`src/rtl/regfile_arbiter_if.sv`:
```
// Requester and register-file signal bundle for regfile_arbiter.
// slave = arbiter side, master = requesters plus register file.
interface regfile_arbiter_if;
  // Handshake: every *_stb is a one-cycle request pulse. The matching *_ack is
  // a one-cycle completion pulse. A requester keeps at most one request open
  // and issues no new strobe until its ack. Operands stay stable until the ack.
  logic        rd_stb_i;
  logic [4:0]  rd_rs1_i;
  logic [4:0]  rd_rs2_i;
  logic        rd_ack_o;
  logic [31:0] rd_rs1_o;
  logic [31:0] rd_rs2_o;
  logic        wa_stb_i;
  logic [4:0]  wa_rd_i;
  logic [31:0] wa_data_i;
  logic        wa_ack_o;
  logic        wb_stb_i;
  logic [4:0]  wb_rd_i;
  logic [31:0] wb_data_i;
  logic        wb_ack_o;
  logic        rf_stb_read_o;
  logic [4:0]  rf_op_rs1_o;
  logic [4:0]  rf_op_rs2_o;
  logic        rf_ack_read_i;
  logic [31:0] rf_reg_rs1_i;
  logic [31:0] rf_reg_rs2_i;
  logic        rf_stb_write_o;
  logic [4:0]  rf_op_rd_o;
  logic [31:0] rf_reg_rd_o;
  logic        rf_ack_write_i;

  modport slave (
    input  rd_stb_i, rd_rs1_i, rd_rs2_i, wa_stb_i, wa_rd_i, wa_data_i,
           wb_stb_i, wb_rd_i, wb_data_i, rf_ack_read_i, rf_reg_rs1_i,
           rf_reg_rs2_i, rf_ack_write_i,
    output rd_ack_o, rd_rs1_o, rd_rs2_o, wa_ack_o, wb_ack_o, rf_stb_read_o,
           rf_op_rs1_o, rf_op_rs2_o, rf_stb_write_o, rf_op_rd_o, rf_reg_rd_o
  );

  modport master (
    output rd_stb_i, rd_rs1_i, rd_rs2_i, wa_stb_i, wa_rd_i, wa_data_i,
           wb_stb_i, wb_rd_i, wb_data_i, rf_ack_read_i, rf_reg_rs1_i,
           rf_reg_rs2_i, rf_ack_write_i,
    input  rd_ack_o, rd_rs1_o, rd_rs2_o, wa_ack_o, wb_ack_o, rf_stb_read_o,
           rf_op_rs1_o, rf_op_rs2_o, rf_stb_write_o, rf_op_rd_o, rf_reg_rd_o
  );
endinterface

```
`src/rtl/regfile_arbiter.sv`:
```
// Serialises one reader and two writers (A, B) onto the register-file port pair.
// Optional statistics counters are enabled with `define REGARB_STATS_EN.
module regfile_arbiter #(
  parameter int MAX_WR_BURST = 4,
  parameter int ACK_TIMEOUT  = 15
) (
  input  logic                 clk_i,
  input  logic                 rst_i,
  regfile_arbiter_if.slave     bus,
  output logic                 err_timeout_o,
  output logic [1:0]           state_dbg_o
`ifdef REGARB_STATS_EN
  ,
  output logic [31:0]          stat_wr_cnt_o,
  output logic [31:0]          stat_rd_cnt_o,
  output logic [31:0]          stat_stall_cnt_o
`endif
);
  localparam logic [1:0] IDLE    = 2'd0;
  localparam logic [1:0] WAIT_WR = 2'd1;
  localparam logic [1:0] WAIT_RD = 2'd2;
  localparam logic [1:0] SEL_RD  = 2'd0;
  localparam logic [1:0] SEL_A   = 2'd1;
  localparam logic [1:0] SEL_B   = 2'd2;
  localparam logic [3:0] BURST_MAX = 4'(MAX_WR_BURST);
  localparam logic [7:0] WD_LAST   = 8'(ACK_TIMEOUT - 1);

  logic [1:0]  state, cur_sel;
  logic        zero_wr, ptr_b;
  logic [3:0]  burst;
  logic [7:0]  wd;
  logic        rd_pend, a_pend, b_pend;
  logic [4:0]  rd_rs1_q, rd_rs2_q, a_rd_q, b_rd_q;
  logic [31:0] a_data_q, b_data_q;

  logic        done_now, timeout_now, fin, can_grant;
  logic        av_rd, av_a, av_b, grant_rd, grant_wr, pick_a;
  logic [4:0]  rs1_eff, rs2_eff, wr_idx;
  logic [31:0] wr_dat;

  assign state_dbg_o = state;

  always_comb begin
    done_now    = ((state == WAIT_WR) && (bus.rf_ack_write_i || zero_wr)) ||
                  ((state == WAIT_RD) && bus.rf_ack_read_i);
    timeout_now = (state != IDLE) && !done_now && (wd == WD_LAST);
    fin         = done_now || timeout_now;
    // A slot finishing this edge is not eligible; its own strobe is ignored.
    av_rd = (rd_pend && !(fin && cur_sel == SEL_RD)) || (bus.rd_stb_i && !rd_pend);
    av_a  = (a_pend && !(fin && cur_sel == SEL_A)) || (bus.wa_stb_i && !a_pend);
    av_b  = (b_pend && !(fin && cur_sel == SEL_B)) || (bus.wb_stb_i && !b_pend);
    rs1_eff = rd_pend ? rd_rs1_q : bus.rd_rs1_i;
    rs2_eff = rd_pend ? rd_rs2_q : bus.rd_rs2_i;
    can_grant = (state == IDLE) || done_now;
    grant_rd  = can_grant && av_rd && (!(av_a || av_b) || (burst == BURST_MAX));
    grant_wr  = can_grant && (av_a || av_b) && !grant_rd;
    pick_a    = av_a && (!av_b || !ptr_b);
    if (pick_a) begin
      wr_idx = a_pend ? a_rd_q : bus.wa_rd_i;
      wr_dat = a_pend ? a_data_q : bus.wa_data_i;
    end else begin
      wr_idx = b_pend ? b_rd_q : bus.wb_rd_i;
      wr_dat = b_pend ? b_data_q : bus.wb_data_i;
    end
  end

  always_ff @(posedge clk_i or posedge rst_i) begin
    if (rst_i) begin
      state <= IDLE;            cur_sel <= SEL_RD;
      zero_wr <= 1'b0;          ptr_b <= 1'b0;
      burst <= '0;              wd <= '0;
      rd_pend <= 1'b0;          a_pend <= 1'b0;          b_pend <= 1'b0;
      rd_rs1_q <= '0;           rd_rs2_q <= '0;
      a_rd_q <= '0;             b_rd_q <= '0;
      a_data_q <= '0;           b_data_q <= '0;
      bus.rd_ack_o <= 1'b0;     bus.wa_ack_o <= 1'b0;    bus.wb_ack_o <= 1'b0;
      bus.rd_rs1_o <= '0;       bus.rd_rs2_o <= '0;
      bus.rf_stb_read_o <= 1'b0;  bus.rf_op_rs1_o <= '0;  bus.rf_op_rs2_o <= '0;
      bus.rf_stb_write_o <= 1'b0; bus.rf_op_rd_o <= '0;   bus.rf_reg_rd_o <= '0;
      err_timeout_o <= 1'b0;
    end else begin
      bus.rd_ack_o <= 1'b0;
      bus.wa_ack_o <= 1'b0;
      bus.wb_ack_o <= 1'b0;
      bus.rf_stb_read_o <= 1'b0;
      bus.rf_stb_write_o <= 1'b0;
      err_timeout_o <= 1'b0;
      rd_pend <= av_rd;
      a_pend  <= av_a;
      b_pend  <= av_b;
      if (bus.rd_stb_i && !rd_pend) begin
        rd_rs1_q <= bus.rd_rs1_i;
        rd_rs2_q <= bus.rd_rs2_i;
      end
      if (bus.wa_stb_i && !a_pend) begin
        a_rd_q   <= bus.wa_rd_i;
        a_data_q <= bus.wa_data_i;
      end
      if (bus.wb_stb_i && !b_pend) begin
        b_rd_q   <= bus.wb_rd_i;
        b_data_q <= bus.wb_data_i;
      end
      wd <= ((state != IDLE) && !fin) ? wd + 8'd1 : 8'd0;
      if (done_now) begin
        state <= IDLE;
        case (cur_sel)
          SEL_A:   bus.wa_ack_o <= 1'b1;
          SEL_B:   bus.wb_ack_o <= 1'b1;
          default: begin
            bus.rd_ack_o <= 1'b1;
            bus.rd_rs1_o <= bus.rf_reg_rs1_i;
            bus.rd_rs2_o <= bus.rf_reg_rs2_i;
          end
        endcase
      end
      if (timeout_now) begin
        state <= IDLE;
        err_timeout_o <= 1'b1;
      end
      if (grant_rd) begin
        state <= WAIT_RD;
        cur_sel <= SEL_RD;
        zero_wr <= 1'b0;
        burst <= '0;
        bus.rf_stb_read_o <= 1'b1;
        bus.rf_op_rs1_o <= rs1_eff;
        bus.rf_op_rs2_o <= rs2_eff;
      end else if (grant_wr) begin
        // x0 writes never reach the regfile; they complete on the next edge.
        state <= WAIT_WR;
        cur_sel <= pick_a ? SEL_A : SEL_B;
        zero_wr <= (wr_idx == 5'd0);
        ptr_b <= pick_a;
        if (!av_rd) burst <= '0;
        else if (burst != BURST_MAX) burst <= burst + 4'd1;
        if (wr_idx != 5'd0) begin
          bus.rf_stb_write_o <= 1'b1;
          bus.rf_op_rd_o <= wr_idx;
          bus.rf_reg_rd_o <= wr_dat;
        end
      end else if (!av_rd) begin
        burst <= '0;
      end
    end
  end

`ifdef REGARB_STATS_EN
  always_ff @(posedge clk_i or posedge rst_i) begin
    if (rst_i) begin
      stat_wr_cnt_o <= '0;
      stat_rd_cnt_o <= '0;
      stat_stall_cnt_o <= '0;
    end else begin
      if (done_now && cur_sel != SEL_RD) stat_wr_cnt_o <= stat_wr_cnt_o + 32'd1;
      if (done_now && cur_sel == SEL_RD) stat_rd_cnt_o <= stat_rd_cnt_o + 32'd1;
      if ((rd_pend || a_pend || b_pend) && state != IDLE)
        stat_stall_cnt_o <= stat_stall_cnt_o + 32'd1;
    end
  end
`endif
endmodule

```
`src/flat_wrapper.sv`:
```
// flat-port wrapper written by rule: the top's interface ports become plain ports
module regfile_arbiter_flat 
#(
  parameter int MAX_WR_BURST = 4,
  parameter int ACK_TIMEOUT  = 15
)
  (clk_i, rst_i, err_timeout_o, state_dbg_o, bus_rd_stb_i, bus_rd_rs1_i, bus_rd_rs2_i, bus_wa_stb_i, bus_wa_rd_i, bus_wa_data_i, bus_wb_stb_i, bus_wb_rd_i, bus_wb_data_i, bus_rf_ack_read_i, bus_rf_reg_rs1_i, bus_rf_reg_rs2_i, bus_rf_ack_write_i, bus_rd_ack_o, bus_rd_rs1_o, bus_rd_rs2_o, bus_wa_ack_o, bus_wb_ack_o, bus_rf_stb_read_o, bus_rf_op_rs1_o, bus_rf_op_rs2_o, bus_rf_stb_write_o, bus_rf_op_rd_o, bus_rf_reg_rd_o);
  regfile_arbiter_if bus_i ();
  input  logic clk_i;
  input  logic rst_i;
  output logic err_timeout_o;
  output logic [1:0] state_dbg_o;
  input wire logic [$bits(bus_i.rd_stb_i)-1:0] bus_rd_stb_i;
  input wire logic [$bits(bus_i.rd_rs1_i)-1:0] bus_rd_rs1_i;
  input wire logic [$bits(bus_i.rd_rs2_i)-1:0] bus_rd_rs2_i;
  input wire logic [$bits(bus_i.wa_stb_i)-1:0] bus_wa_stb_i;
  input wire logic [$bits(bus_i.wa_rd_i)-1:0] bus_wa_rd_i;
  input wire logic [$bits(bus_i.wa_data_i)-1:0] bus_wa_data_i;
  input wire logic [$bits(bus_i.wb_stb_i)-1:0] bus_wb_stb_i;
  input wire logic [$bits(bus_i.wb_rd_i)-1:0] bus_wb_rd_i;
  input wire logic [$bits(bus_i.wb_data_i)-1:0] bus_wb_data_i;
  input wire logic [$bits(bus_i.rf_ack_read_i)-1:0] bus_rf_ack_read_i;
  input wire logic [$bits(bus_i.rf_reg_rs1_i)-1:0] bus_rf_reg_rs1_i;
  input wire logic [$bits(bus_i.rf_reg_rs2_i)-1:0] bus_rf_reg_rs2_i;
  input wire logic [$bits(bus_i.rf_ack_write_i)-1:0] bus_rf_ack_write_i;
  output wire logic [$bits(bus_i.rd_ack_o)-1:0] bus_rd_ack_o;
  output wire logic [$bits(bus_i.rd_rs1_o)-1:0] bus_rd_rs1_o;
  output wire logic [$bits(bus_i.rd_rs2_o)-1:0] bus_rd_rs2_o;
  output wire logic [$bits(bus_i.wa_ack_o)-1:0] bus_wa_ack_o;
  output wire logic [$bits(bus_i.wb_ack_o)-1:0] bus_wb_ack_o;
  output wire logic [$bits(bus_i.rf_stb_read_o)-1:0] bus_rf_stb_read_o;
  output wire logic [$bits(bus_i.rf_op_rs1_o)-1:0] bus_rf_op_rs1_o;
  output wire logic [$bits(bus_i.rf_op_rs2_o)-1:0] bus_rf_op_rs2_o;
  output wire logic [$bits(bus_i.rf_stb_write_o)-1:0] bus_rf_stb_write_o;
  output wire logic [$bits(bus_i.rf_op_rd_o)-1:0] bus_rf_op_rd_o;
  output wire logic [$bits(bus_i.rf_reg_rd_o)-1:0] bus_rf_reg_rd_o;
  assign bus_i.rd_stb_i = bus_rd_stb_i;
  assign bus_i.rd_rs1_i = bus_rd_rs1_i;
  assign bus_i.rd_rs2_i = bus_rd_rs2_i;
  assign bus_i.wa_stb_i = bus_wa_stb_i;
  assign bus_i.wa_rd_i = bus_wa_rd_i;
  assign bus_i.wa_data_i = bus_wa_data_i;
  assign bus_i.wb_stb_i = bus_wb_stb_i;
  assign bus_i.wb_rd_i = bus_wb_rd_i;
  assign bus_i.wb_data_i = bus_wb_data_i;
  assign bus_i.rf_ack_read_i = bus_rf_ack_read_i;
  assign bus_i.rf_reg_rs1_i = bus_rf_reg_rs1_i;
  assign bus_i.rf_reg_rs2_i = bus_rf_reg_rs2_i;
  assign bus_i.rf_ack_write_i = bus_rf_ack_write_i;
  assign bus_rd_ack_o = bus_i.rd_ack_o;
  assign bus_rd_rs1_o = bus_i.rd_rs1_o;
  assign bus_rd_rs2_o = bus_i.rd_rs2_o;
  assign bus_wa_ack_o = bus_i.wa_ack_o;
  assign bus_wb_ack_o = bus_i.wb_ack_o;
  assign bus_rf_stb_read_o = bus_i.rf_stb_read_o;
  assign bus_rf_op_rs1_o = bus_i.rf_op_rs1_o;
  assign bus_rf_op_rs2_o = bus_i.rf_op_rs2_o;
  assign bus_rf_stb_write_o = bus_i.rf_stb_write_o;
  assign bus_rf_op_rd_o = bus_i.rf_op_rd_o;
  assign bus_rf_reg_rd_o = bus_i.rf_reg_rd_o;
  regfile_arbiter #(.MAX_WR_BURST(MAX_WR_BURST), .ACK_TIMEOUT(ACK_TIMEOUT)) u_core (.clk_i(clk_i), .rst_i(rst_i), .bus(bus_i), .err_timeout_o(err_timeout_o), .state_dbg_o(state_dbg_o));
endmodule
```
`config.mk`:
```
export PLATFORM = sky130hd
export DESIGN_NAME = regfile_arbiter_flat
export DESIGN_NICKNAME = d
export VERILOG_FILES = /design/src/rtl/regfile_arbiter_if.sv /design/src/rtl/regfile_arbiter.sv /design/src/flat_wrapper.sv
export SDC_FILE = /design/constraint.sdc
export NUM_CORES = 1
export LEC_CHECK = 0
export BUFFER_PORTS_ARGS = -buffer_cell sky130_fd_sc_hd__buf_2
export CORE_ASPECT_RATIO = 1.1
export CORE_MARGIN = 2
export CORE_UTILIZATION = 52
export DETAILED_ROUTE_END_ITERATION = 8
export PLACE_DENSITY = 0.8
export SYNTH_ARGS = -nofsm -noshare
export SYNTH_HDL_FRONTEND = slang
export SYNTH_SLANG_ARGS = --single-unit
```
`constraint.sdc`:
```
create_clock -name clk_i -period 10.1 [get_ports clk_i]
set_clock_uncertainty 0.15 [all_clocks]
set_input_delay 1.515 -clock clk_i [delete_from_list [all_inputs] [get_ports clk_i]]
set_output_delay 1.515 -clock clk_i [all_outputs]
set_load 0.05 [all_outputs]
```
Yosys cells after proc, flatten, opt, wreduce, memory -nomap -nowiden
Index checks and enable logic that the tools add are counted.

Register bits after elaboration: 222. Bits in latches: 0. Bits in writable memories: 0. Memory bits (read-only): 0. Input port bits: 155. Memories: 0.

Add/subtract/negate cells: 2. Multiply operators: 0. Div/mod/pow operators: 0. $lt $le $gt $ge: 0. Eq/ne operators: 9. Shift-type cells: 0. Muxes and demuxes: 34. Bitwise logic cells: 2. Reductions and logical operators: 53.

Operators by type and width (number): $mux W32 (3); $mux W5 (5); $mux W4 (5); $logic_and A1 B1 Y1 (19); $mux W2 (7); $mux W1 (13); $logic_not A1 Y1 (12); $logic_or A1 B1 Y1 (10); $add A8 B1 Y8 const B (1); $eq A8 B4 Y1 const B (1); $mux W8 (1); $ne A3 B3 Y1 const B (2); $reduce_and A2 Y1 (3); $logic_not A5 Y1 (1); $reduce_bool A5 Y1 (1); $add A4 B1 Y4 const B (1); $eq A2 B1 Y1 const B (2); $eq A2 B2 Y1 const B (2); $eq A4 B3 Y1 const B (1); $logic_not A2 Y1 (2); $ne A4 B3 Y1 const B (1); $reduce_bool A2 Y1 (2); $reduce_bool A4 Y1 (1); $reduce_and A3 Y1 (1); 2 further kinds (3).

Logic depth before layout (Yosys ltp)
Gate-level depths: netlist (run 1).

Word-level depth: 19. Gate-level depth with buffers: 10. Gate-level depth less buffers: 8.

Worst setup path before layout (run 1)
OpenSTA, ideal clock, no wires.

Kind: input to register. From: in bus_rf_ack_write_i. To: reg u_core.bus.rf_reg_rd_o[0] (netlist name). Arrival: 3155 ps. Data required time: 9860 ps. Path slack: 6705 ps. Cell stages on the path: 8. Path through: o21bai_2 > mux2_4 > o211ai_1 > a221oi_2 > mux2i_1 > clkbuf_1 > o21ai_0 > o221ai_1.

Cells in the longest elaborated chain, start to end: 18. Elaborated cells between the ends (all ways): 36.

Ends and longest elaborated chain: from (decl) (line flat_wrapper.sv:25) `input wire logic [$bits(bus_i.rf_ack_write_i)-1:0] bus_rf_ack_write_i;`; $logic_or A1 B1 Y1 * (line regfile_arbiter.sv:44) `done_now = ((state == WAIT_WR) && (bus.rf_ack_write_i || zero_wr)) ||`; $logic_and A1 B1 Y1 * (line regfile_arbiter.sv:44); $logic_or A1 B1 Y1 * (line regfile_arbiter.sv:44); branches (longest 15 deep; another with $mux W5); to (signal assigned) (line regfile_arbiter.sv:139) `bus.rf_reg_rd_o <= wr_dat;`; to (decl) (line regfile_arbiter_if.sv:37) `rf_op_rs1_o, rf_op_rs2_o, rf_stb_write_o, rf_op_rd_o, rf_reg_rd_o`.

Mark *: on every way between the ends. A chain may end at the register's enable or synchronous reset.

Final worst setup path (run 1)
From: in bus_wb_stb_i. To: reg u_core.bus.rf_op_rd_o[3] (netlist name).

Cells in the longest elaborated chain, start to end: 9. Elaborated cells between the ends (all ways): 16.

Ends and longest elaborated chain: from (decl) (line flat_wrapper.sv:19) `input wire logic [$bits(bus_i.wb_stb_i)-1:0] bus_wb_stb_i;`; $logic_and A1 B1 Y1 * (line regfile_arbiter.sv:51) `av_b = (b_pend && !(fin && cur_sel == SEL_B)) || (bus.wb_stb_i && !b_pend);`; $logic_or A1 B1 Y1 * (line regfile_arbiter.sv:51); branches (longest 7 deep; another with $mux W5); to (signal assigned) (line regfile_arbiter.sv:138) `bus.rf_op_rd_o <= wr_idx;`; to (decl) (line regfile_arbiter_if.sv:37).

Marked as above.

==> results.yml, run 1 <==
status:
  status: "complete, no violations"
synth:
  synth.avg_cell_area_sq_um: 13.5
  synth_cell_types: 47
  ys_ff_latch: 222
  synth-edff-count: 0
  synthesis.nets: 875
  async_flop_share_pct: 100
  synth_cells: 713
  synth_ff_type: "dfrtp_1"
  syn_area_sq_mm: 0.00963
  ys_warn_count: 0
  synth-seq-area-share_pct: 57.7
hold_path:
  hold_path_depth: 1
  hold_path_end: "u_core.bus.rd_rs2_o[2]"
  hold_path.class: "reg -> reg"
  min_from: "u_core.bus.rd_rs2_o[2]"
layout:
  num-nets-final: 1138
  post-route-cell-area_sq_mm: 0.0120
  multi_input_area_sq_mm: 0.00387
  mostFrequentLayoutCells: "273 x buf_2, 220 x dfrtp_1, 150 x mux2_2"
  nFillCells: 1390
  area_growth_pct: 24.3
  register_area_sq_mm: 0.00556
  drive_above_1_share_pct: 48.9
  layout_commonest_cell: "buf_2"
  final_core_util_pct: 65.4
timing:
  rsz0062_at_grt: "no"
  tns_ns: 0
  holdWs_ns: 0.347
  finalCritPeriodShare_pct: 41.1
  worstMarginPinSlew_ns: 1.05
  slew_viol_final: 0
  hold_viol_final: 0
  post-route-min-period_ns: 4.15
  setup_viol: 0
  slew_headroom_pct: 30.3
  max_freq_mhz: 241
global_routing:
  grt_pass1_vias: 6847
  grt_pass1_wl_mm: 35.5
  top_usage_layer: "met2"
  met3_usage_pct: 3.83
  gr-total-overflow: 0
  antenna_found_initial: 1
  met2_usage_pct: 37.7
  grt_use_met1_pct: 30.5
  grt_util_all_layers_pct: 22.7
  grt_max_degree: 144
worst_setup_path:
  cpPeakStageDelay_ns: 0.71
  reg2reg_from: "u_core.b_pend"
  crit_path_max_fanout: 39
  worstReg2RegEnd: "u_core.bus.rf_op_rd_o[3]"
  path_class: "in -> reg"
  worstSetupEndpointType: "flip-flop"
  worstRegToRegCells: 8
  critPathSlowestCell: "nand2b_2"
  critical-path-top-delay-family: "compound AO/OA/AOI/OAI gates"
  r2r_slack_ns: 5.95
  cp.arrival_ns: 4.43
  crit_cells: 8
  critPathLaunchType: "input port"
  cp_cell_sequence: "buf_2 -> nand2b_2 -> a21boi_0 -> a221oi_2 -> mux2i_2 -> buf_4 -> or2_1 -> a22o_1"
  critPathBufInv: 2
  cp_data_required_time_ns: 10.38
pwr:
  finalPower_mw: 4.98
  ir_drop_mv: 0.236
  leakage_nw: 5.99
  p_per_area_mw_per_mm2: 416
die:
  core_sq_mm: 0.0183
  die_w_um: 134
  dieArea_sq_mm: 0.0196
  row_count: 52
  die_y_um: 147
  io_pins: 274
  start_util_pct: 52.7
cts:
  cts_tree: "yes"
  path_clk_slew_ns: 0.06
  numCtsBuffers: 24
  cts_buffer_depth: 3
  clock_sinks: 222
  htree_levels: 1
  clock-root-buffer: "clkbuf_16"
  hold_buffers: 0
  postCtsSetupRepairBufs: 0
  clkLatencyLatePin_ns: 0.51
  cts-resized-gates: 0
placement:
  placed_cell_area_sq_mm: 0.0112
  dp_hpwl_mm: 15.5
  finalWeightedCongestion: 0.797
  portBuffers: 273
detailed_routing:
  drtIter0Drc: 378
  vias: 6822
  drcViolationCount: 0
  via_per_inst: 5.51
  ant_nets: 0
  wire_per_inst_um: 18.4
  drt-total-wl_mm: 22.7
  firstDrtPassIters: 4
run:
  cap_violations: 0
-- through the flow --
stage,instances,worst slack (ns)
floorplan,713,2.36
global placement,1193,5.58
detailed placement,1193,5.47
CTS,1236,5.92
global route,1237,5.63
finish,1237,5.95
-- Yosys cell counts, types with 2 or more instances --
library cell | instances | area share [%]
or3_1 | 2 | 0.13
ha_1 | 7 | 0.91
mux2i_1 | 82 | 8.5
buf_1 | 6 | 0.23
xor2_1 | 4 | 0.36
buf_2 | 14 | 0.73
nand2b_1 | 3 | 0.19
mux2_2 | 150 | 18
dfrtp_1 | 222 | 58
a22o_1 | 6 | 0.55
nand4_1 | 2 | 0.13
nor3_1 | 3 | 0.16
o21ai_0 | 39 | 2.0
o21a_1 | 3 | 0.23
clkbuf_1 | 25 | 0.97
inv_1 | 11 | 0.43
o221ai_1 | 32 | 2.9
nand3b_1 | 3 | 0.23
nor2b_1 | 4 | 0.26
a21o_1 | 2 | 0.16
a21oi_1 | 15 | 0.78
a211oi_1 | 4 | 0.31
a31oi_1 | 4 | 0.26
and2_1 | 6 | 0.39
nor2_1 | 22 | 0.86
nand2_1 | 16 | 0.62
nand3_1 | 6 | 0.31
-- flip-flops by register name (all words and copies together) (netlist names), 2 cells and up --
signal / cells
u_core.bus.rf_op_rs1_o: 5
u_core.bus.rd_rs1_o: 32
u_core.a_rd_q: 5
u_core.bus.rd_rs2_o: 32
u_core.burst: 4
u_core.wd: 8
u_core.rd_rs2_q: 5
u_core.state_dbg_o: 2
u_core.a_data_q: 32
u_core.b_data_q: 32
u_core.bus.rf_op_rd_o: 5
u_core.b_rd_q: 5
u_core.rd_rs1_q: 5
u_core.bus.rf_op_rs2_o: 5
u_core.cur_sel: 2
u_core.bus.rf_reg_rd_o: 32
-- cells by family after synthesis --
| kind of cell | share of synthesized area, % |
|---|---|
| AOI/OAI and AO/OA | 8.59 |
| muxes | 26.2 |
| adders and majority gates | 0.910 |
| buffers and inverters | 2.37 |
| DFF | 57.7 |
| xor gates and xnor gates | 0.455 |
| and+or+nand+nor | 3.76 |
-- layout make-up --
cell class / instances / share of cell area [%]
Sequential cell: 222 / 46.5
Multi-Input combinational cell: 435 / 32.3
Timing Repair Buffer: 282 / 12.0
Clock buffer: 32 / 5.53
Tap cell: 243 / 2.54
Clock inverter: 11 / 0.743
Inverter: 11 / 0.408
Antenna cell: 1 / 0.0209
-- where the power goes --
part,switching (mW),internal (mW)
logic,1.67,0.896
registers,0.241,1.34
clock network,0.345,0.487
-- routing by layer --
metal / routed length, um / part of all wire (%)
met5: 0 / 0
met3: 1110 / 4.9
met4: 601 / 2.6
met2: 11300 / 50
met1: 9660 / 43
-- how the worst max path moves through the flow --
stage | from | endpoint | slack (ns)
after global routing | u_core.b_pend | u_core.bus.rf_op_rd_o[3] | 5.63
after floorplan | rst_i | u_core.a_data_q[0] | 2.36
final | bus_wb_stb_i | u_core.bus.rf_op_rd_o[3] | 5.95
after global placement | bus_wb_stb_i | u_core.bus.rf_op_rd_o[2] | 5.58
after CTS | u_core.b_pend | u_core.bus.rf_op_rd_o[3] | 5.92
after detailed placement | bus_wb_stb_i | u_core.bus.rf_op_rd_o[2] | 5.47
Power figures use the tool's default switching activity.
==> run 2: changes to the inputs <==
==> constraint.sdc (replaced) <==
create_clock -name clk_i -period 4.1 [get_ports clk_i]
set_clock_uncertainty 0.15 [all_clocks]
set_input_delay 0.615 -clock clk_i [delete_from_list [all_inputs] [get_ports clk_i]]
set_output_delay 0.615 -clock clk_i [all_outputs]
set_load 0.05 [all_outputs]
==> run 2 against run 1 <==
  * Cell count increased by 0.73%
  * First-iteration DRC count up 1.6%
  * Clock-buffer cell count is 1 higher
  * Critical path type is now reg -> reg
  * Critical endpoint is now u_core.bus.rf_reg_rd_o[15]
  * Largest power group unchanged
==> results.yml, run 2 (synthesized netlist as in run 1, its figures left out) <==
die:
  core_sq_mm: 0.0183
  die_y_um: 147
  start_util_pct: 52.7
  io_pins: 274
  die_w_um: 134
  dieArea_sq_mm: 0.0196
  row_count: 52
detailed_routing:
  drcViolationCount: 0
  wire_per_inst_um: 18.6
  drt-total-wl_mm: 23.2
  ant_nets: 0
  via_per_inst: 5.48
  vias: 6822
  firstDrtPassIters: 4
  drtIter0Drc: 384
timing:
  max_freq_mhz: 328
  holdWs_ns: 0.137
  worstMarginPinSlew_ns: 0.899
  finalCritPeriodShare_pct: 74.5
  post-route-min-period_ns: 3.05
  slew_headroom_pct: 39.9
  setup_viol: 0
  slew_viol_final: 0
  hold_viol_final: 0
  rsz0062_at_grt: "no"
  tns_ns: 0
placement:
  dp_hpwl_mm: 16.0
  portBuffers: 273
  placed_cell_area_sq_mm: 0.0113
  finalWeightedCongestion: 0.835
layout:
  nFillCells: 1394
  area_growth_pct: 25.5
  num-nets-final: 1143
  post-route-cell-area_sq_mm: 0.0121
  drive_above_1_share_pct: 49.6
  mostFrequentLayoutCells: "273 x buf_2, 220 x dfrtp_1, 150 x mux2_2"
  final_core_util_pct: 66.1
  layout_commonest_cell: "buf_2"
cts:
  cts-resized-gates: 0
  hold_buffers: 0
  cts_buffer_depth: 3
  numCtsBuffers: 24
  path_clk_slew_ns: 0.06
  clkLatencyLatePin_ns: 0.51
  cts_tree: "yes"
  postCtsSetupRepairBufs: 0
  clock_sinks: 222
  htree_levels: 1
  clock-root-buffer: "clkbuf_16"
worst_setup_path:
  crit_path_max_fanout: 38
  critPathLaunchType: "flip-flop"
  path_class: "reg -> reg"
  worstSetupEndpointType: "flip-flop"
  cp_data_required_time_ns: 4.36
  cp.arrival_ns: 3.31
hold_path:
  hold_path.class: "in -> async"
pwr:
  leakage_nw: 6.06
  ir_drop_mv: 0.724
  p_per_area_mw_per_mm2: 1030
  finalPower_mw: 12.4
global_routing:
  gr-total-overflow: 0
  grt_pass1_vias: 7249
  grt_max_degree: 94
  grt_util_all_layers_pct: 23.3
  antenna_found_initial: 5
  grt_pass1_wl_mm: 36.8
run:
  cap_violations: 0
status:
  status: "complete, no violations"
-- run 2: changes by cell type in the layout (fill, tap and decap cells not counted), sizes merged --
cell,delta
buf,+5
clkbuf,+1
clkinv,+2
diode,+3
inv,-2
-- run 2: path summary, 6_finish.rpt --
kind | startpoint | to | slack [ns] | depth (start not counted)
min reg2reg | u_core.ptr_b | u_core.ptr_b | 0.35 | 2
min in group clk_i | bus_rf_reg_rs2_i[21] | u_core.bus.rd_rs2_o[21] | 0.19 | 2
max | u_core.b_pend | u_core.bus.rf_reg_rd_o[15] | 1.05 | 7
max reg2reg | u_core.b_pend | u_core.bus.rf_reg_rd_o[15] | 1.05 | 7
max in group asynchronous | rst_i | u_core.a_data_q[15] | 2.68 | 3
min | rst_i | u_core.bus.rd_rs2_o[14] | 0.14 | 2
-- run 2: per-layer routing --
metal | GRT usage, % | vias up | share of wire (%)
li1 | - | 3158 | -
met1 | 30.2 | 3379 | 41
met2 | 39.0 | 221 | 50
met3 | 3.97 | 62 | 5.4
met4 | 9.52 | 2 | 3.7
met5 | 0 | - | 0.056
-- run 2: layout make-up --
class	count	area (sq um)	share of cell area (%)
clock buffers	33	726	6.00
clock inverters	11	82.6	0.683
inverters	11	45.0	0.373
well taps	243	304	2.52
repair buffers	287	1500	12.4
flip-flops and latches	222	5560	46.0
multi-input cells	435	3860	32.0
diodes	4	10.0	0.0828
-- run 2: through the flow --
step	cells	setup WS, ns
finish	1246	1.05
global placement	1198	1.06
global route	1246	0.851
detailed placement	1198	0.969
floorplan	713	0.439
CTS	1242	1.09
-- run 2: worst max-delay path, stage by stage, from the launching register on --
cell and delay, ns:
dfrtp_2 0.64, nand2b_2 0.21, buf_4 0.47, o2111ai_2 0.31, nand2_1 0.57, buf_4 0.36, o21ai_0 0.13, o221ai_1 0.10
-- run 2: power breakdown --
| group | switching, mW | internal [mW] |
|---|---|---|
| clock | 0.864 | 1.30 |
| sequential | 0.632 | 3.31 |
| combinational | 4.12 | 2.23 |
| total | 5.61 | 6.83 |
==> run 3: changes to the inputs <==
--- a/config.mk
+++ b/config.mk
@@ -5,12 +5,13 @@
 export SDC_FILE = /design/constraint.sdc
 export NUM_CORES = 1
 export LEC_CHECK = 0
+export ABC_AREA = 1
 export BUFFER_PORTS_ARGS = -buffer_cell sky130_fd_sc_hd__buf_2
 export CORE_ASPECT_RATIO = 1.1
 export CORE_MARGIN = 2
-export CORE_UTILIZATION = 52
+export CORE_UTILIZATION = 48
 export DETAILED_ROUTE_END_ITERATION = 8
-export PLACE_DENSITY = 0.8
+export PLACE_DENSITY = 0.77
 export SYNTH_ARGS = -nofsm -noshare
 export SYNTH_HDL_FRONTEND = slang
 export SYNTH_SLANG_ARGS = --single-unit
==> constraint.sdc (replaced) <==
create_clock -name clk_i -period 2.5 [get_ports clk_i]
set_clock_uncertainty 0.15 [all_clocks]
set_input_delay 0.375 -clock clk_i [delete_from_list [all_inputs] [get_ports clk_i]]
set_output_delay 0.375 -clock clk_i [all_outputs]
set_load 0.05 [all_outputs]
==> run 3 against run 2 <==
  * The flow now finishes with violations (negative setup slack)
  * Die area increased by 12%
  * Cell count increased by 49%
  * Clock power increased by 61%
  * Critical endpoint is now u_core.bus.rf_reg_rd_o[11]
  * Setup slack got worse by 1.1 ns
  * First-iteration DRC count increased by 99%
  * Hold slack got worse by 0.13 ns
  * Critical path depth increased by 10
==> results.yml, run 3 <==
status:
  status: "complete, but fails checks"
  violations: "negative setup slack"
synth:
  synth_cells: 1190
  ys_ff_latch: 222
  synthTopCellsByCount: "446 x nand2_1, 222 x dfrtp_1, 153 x o21ai_0"
  yosysTopAreaCell: "dfrtp_1"
  synth_cell_types: 37
  synth-seq-area-share_pct: 55.6
  async_flop_share_pct: 100
  ys_warn_count: 0
  synth-edff-count: 0
  synth.avg_cell_area_sq_um: 8.39
  synth_top_area_share_pct: 55.6
  syn_area_sq_mm: 0.00999
  synth_ff_type: "dfrtp_1"
  synthesis.nets: 1352
  synth.most_common_cell: "nand2_1"
  synth_area_leaders: "dfrtp_1 56%, nand2_1 17%, o21ai_0 7.7%"
timing:
  hold_viol_final: 0
  max_freq_mhz: 393
  worstMarginPinSlew_ns: 1.05
  setup_viol: 33
  slew_headroom_pct: 29.8
  worst_slack_ns: -0.0425
  finalCritPeriodShare_pct: 102
  holdWs_ns: 0.00788
  post-route-min-period_ns: 2.54
  tns_ns: -0.684
  rsz0062_at_grt: "yes"
  slew_viol_final: 0
pwr:
  ir_drop_mv: 1.12
  leakage_nw: 7.38
  p_per_area_mw_per_mm2: 1560
  finalPower_mw: 21.8
detailed_routing:
  via_per_inst: 5.17
  firstDrtPassIters: 5
  wire_per_inst_um: 16.0
  drt-total-wl_mm: 29.8
  drtIter0Drc: 765
  drcViolationCount: 0
  ant_nets: 0
  vias: 9618
worst_setup_path:
  cp.arrival_ns: 2.85
  worstSetupEndpointType: "flip-flop"
  worstRegToRegCells: 17
  critPathLaunchType: "flip-flop"
  cp_data_required_time_ns: 2.81
  crit_top_cell: "nand2_1"
  critPathSlowestCell: "dfrtp_1"
  cp_cell_sequence: "inv_1 -> ha_1 -> nand2_1 -> nor2_1 -> nand2_1 -> o21ai_2 -> nand2_1 -> nand2_1 -> nand2_2 -> nand2_4 -> nand3_2 -> nand2_2 -> nand2_4 -> o21bai_4 -> buf_12 -> nand2_2 -> nand2_1"
  path_class: "reg -> reg"
  cpPeakStageDelay_ns: 0.37
  crit_path_max_fanout: 16
run:
  cap_violations: 0
layout:
  num-nets-final: 1750
  mostFrequentLayoutCells: "435 x nand2_1, 273 x buf_2, 222 x dfrtp_1"
  register_area_sq_mm: 0.00556
  multi_input_area_sq_mm: 0.00381
  nFillCells: 1488
  n_antenna_cell: 0
  area_growth_pct: 39.7
  layout_commonest_cell: "nand2_1"
  drive_above_1_share_pct: 26.3
die:
  die_y_um: 155
  io_pins: 274
  core_sq_mm: 0.0205
  start_util_pct: 48.7
  dieArea_sq_mm: 0.0220
  row_count: 55
  die_w_um: 142
cts:
  path_clk_slew_ns: 0.06
  cts_buffer_depth: 3
  numCtsBuffers: 24
  clkLatencyLatePin_ns: 0.52
  clock_sinks: 222
  cts_tree: "yes"
  clock-root-buffer: "clkbuf_16"
  htree_levels: 1
hold_path:
  hold_path.class: "in -> reg"
  hold_path_depth: 3
placement:
  finalWeightedCongestion: 0.834
  portBuffers: 273
  dp_hpwl_mm: 17.8
global_routing:
  grt_pass1_vias: 9535
  antenna_found_initial: 0
  gr-total-overflow: 0
  grt_util_all_layers_pct: 26.2
  grt_max_degree: 79
  grt_pass1_wl_mm: 46.5
-- run 3: worst max-delay path, delay by kind of cell, from the launching register on --
| family | cells | cell delay [ns] |
|---|---|---|
| adder cells (fa/ha/maj) | 1 | 0.13 |
| AND/OR/NAND/NOR | 12 | 1.12 |
| buffers and inverters | 2 | 0.26 |
| flip-flops | 1 | 0.37 |
| AO/OA/AOI/OAI | 2 | 0.46 |
-- run 3: metrics by stage --
stage,setup slack [ns],utilization (%),instance area [sq um],std cells
detailed placement,0.0144,56.9,11700,1678
global route,-0.216,68.0,13900,1859
floorplan,-0.921,-,9990,1190
CTS,0.00472,66.9,13700,1847
finish,-0.0425,68.0,13900,1859
global placement,0.124,56.9,11700,1678
-- run 3: layout make-up --
type	count	share of cell area (%)
Multi-Input combinational cell	791	27.3
Timing Repair Buffer	439	22.1
Inverter	110	3.01
Clock buffer	31	4.64
Tap cell	256	2.30
Sequential cell	222	39.8
Clock inverter	10	0.834
-- run 3: power by group --
part	internal, mW	switching [mW]	total [mW]	leakage (nW)
sequential	5.32	1.01	6.33	2.77
clock	2.03	1.45	3.48	0.371
combinational	3.64	8.35	12.0	4.25
-- run 3: timing repair --
item,4_1_cts,5_1_grt
endpoints found under the hold margin,359,0
endpoints found under the setup margin,0,44
gates resized for setup,0,28
hold buffers,128,0
setup buffers,0,8
-- run 3: logic make-up after synthesis --
logic type	share of synthesized area (%)
multiplexers	1.24
flip-flops	55.6
AND/OR/NAND/NOR	23.1
XOR/XNOR	0.263
adder cells (fa/ha/maj)	0.877
buffers and inverters	7.35
AO/OA/AOI/OAI	11.6
-- run 3: path summary, 6_finish.rpt --
path / to / from / slack, ns
max in group asynchronous: u_core.bus.rd_rs1_o[24] / rst_i / 1.29
hold reg to reg: u_core.bus.rd_rs2_o[1] / u_core.bus.rd_rs2_o[1] / 0.32
hold / removal: u_core.b_data_q[30] / bus_wb_data_i[30] / 0.008
setup reg to reg: u_core.bus.rf_reg_rd_o[11] / u_core.wd[0] / -0.04
min in group asynchronous: u_core.cur_sel[1] / rst_i / 0.41
setup / recovery: u_core.bus.rf_reg_rd_o[11] / u_core.wd[0] / -0.04
-- run 3: layer usage --
metal  wire (um)  up-vias  track usage [%]
met3        2480       70             5.14
met5           0        -                0
met4         868        0             8.48
met2       14600      431             45.5
met1       11800     4548             33.1
li1            -     4569                -
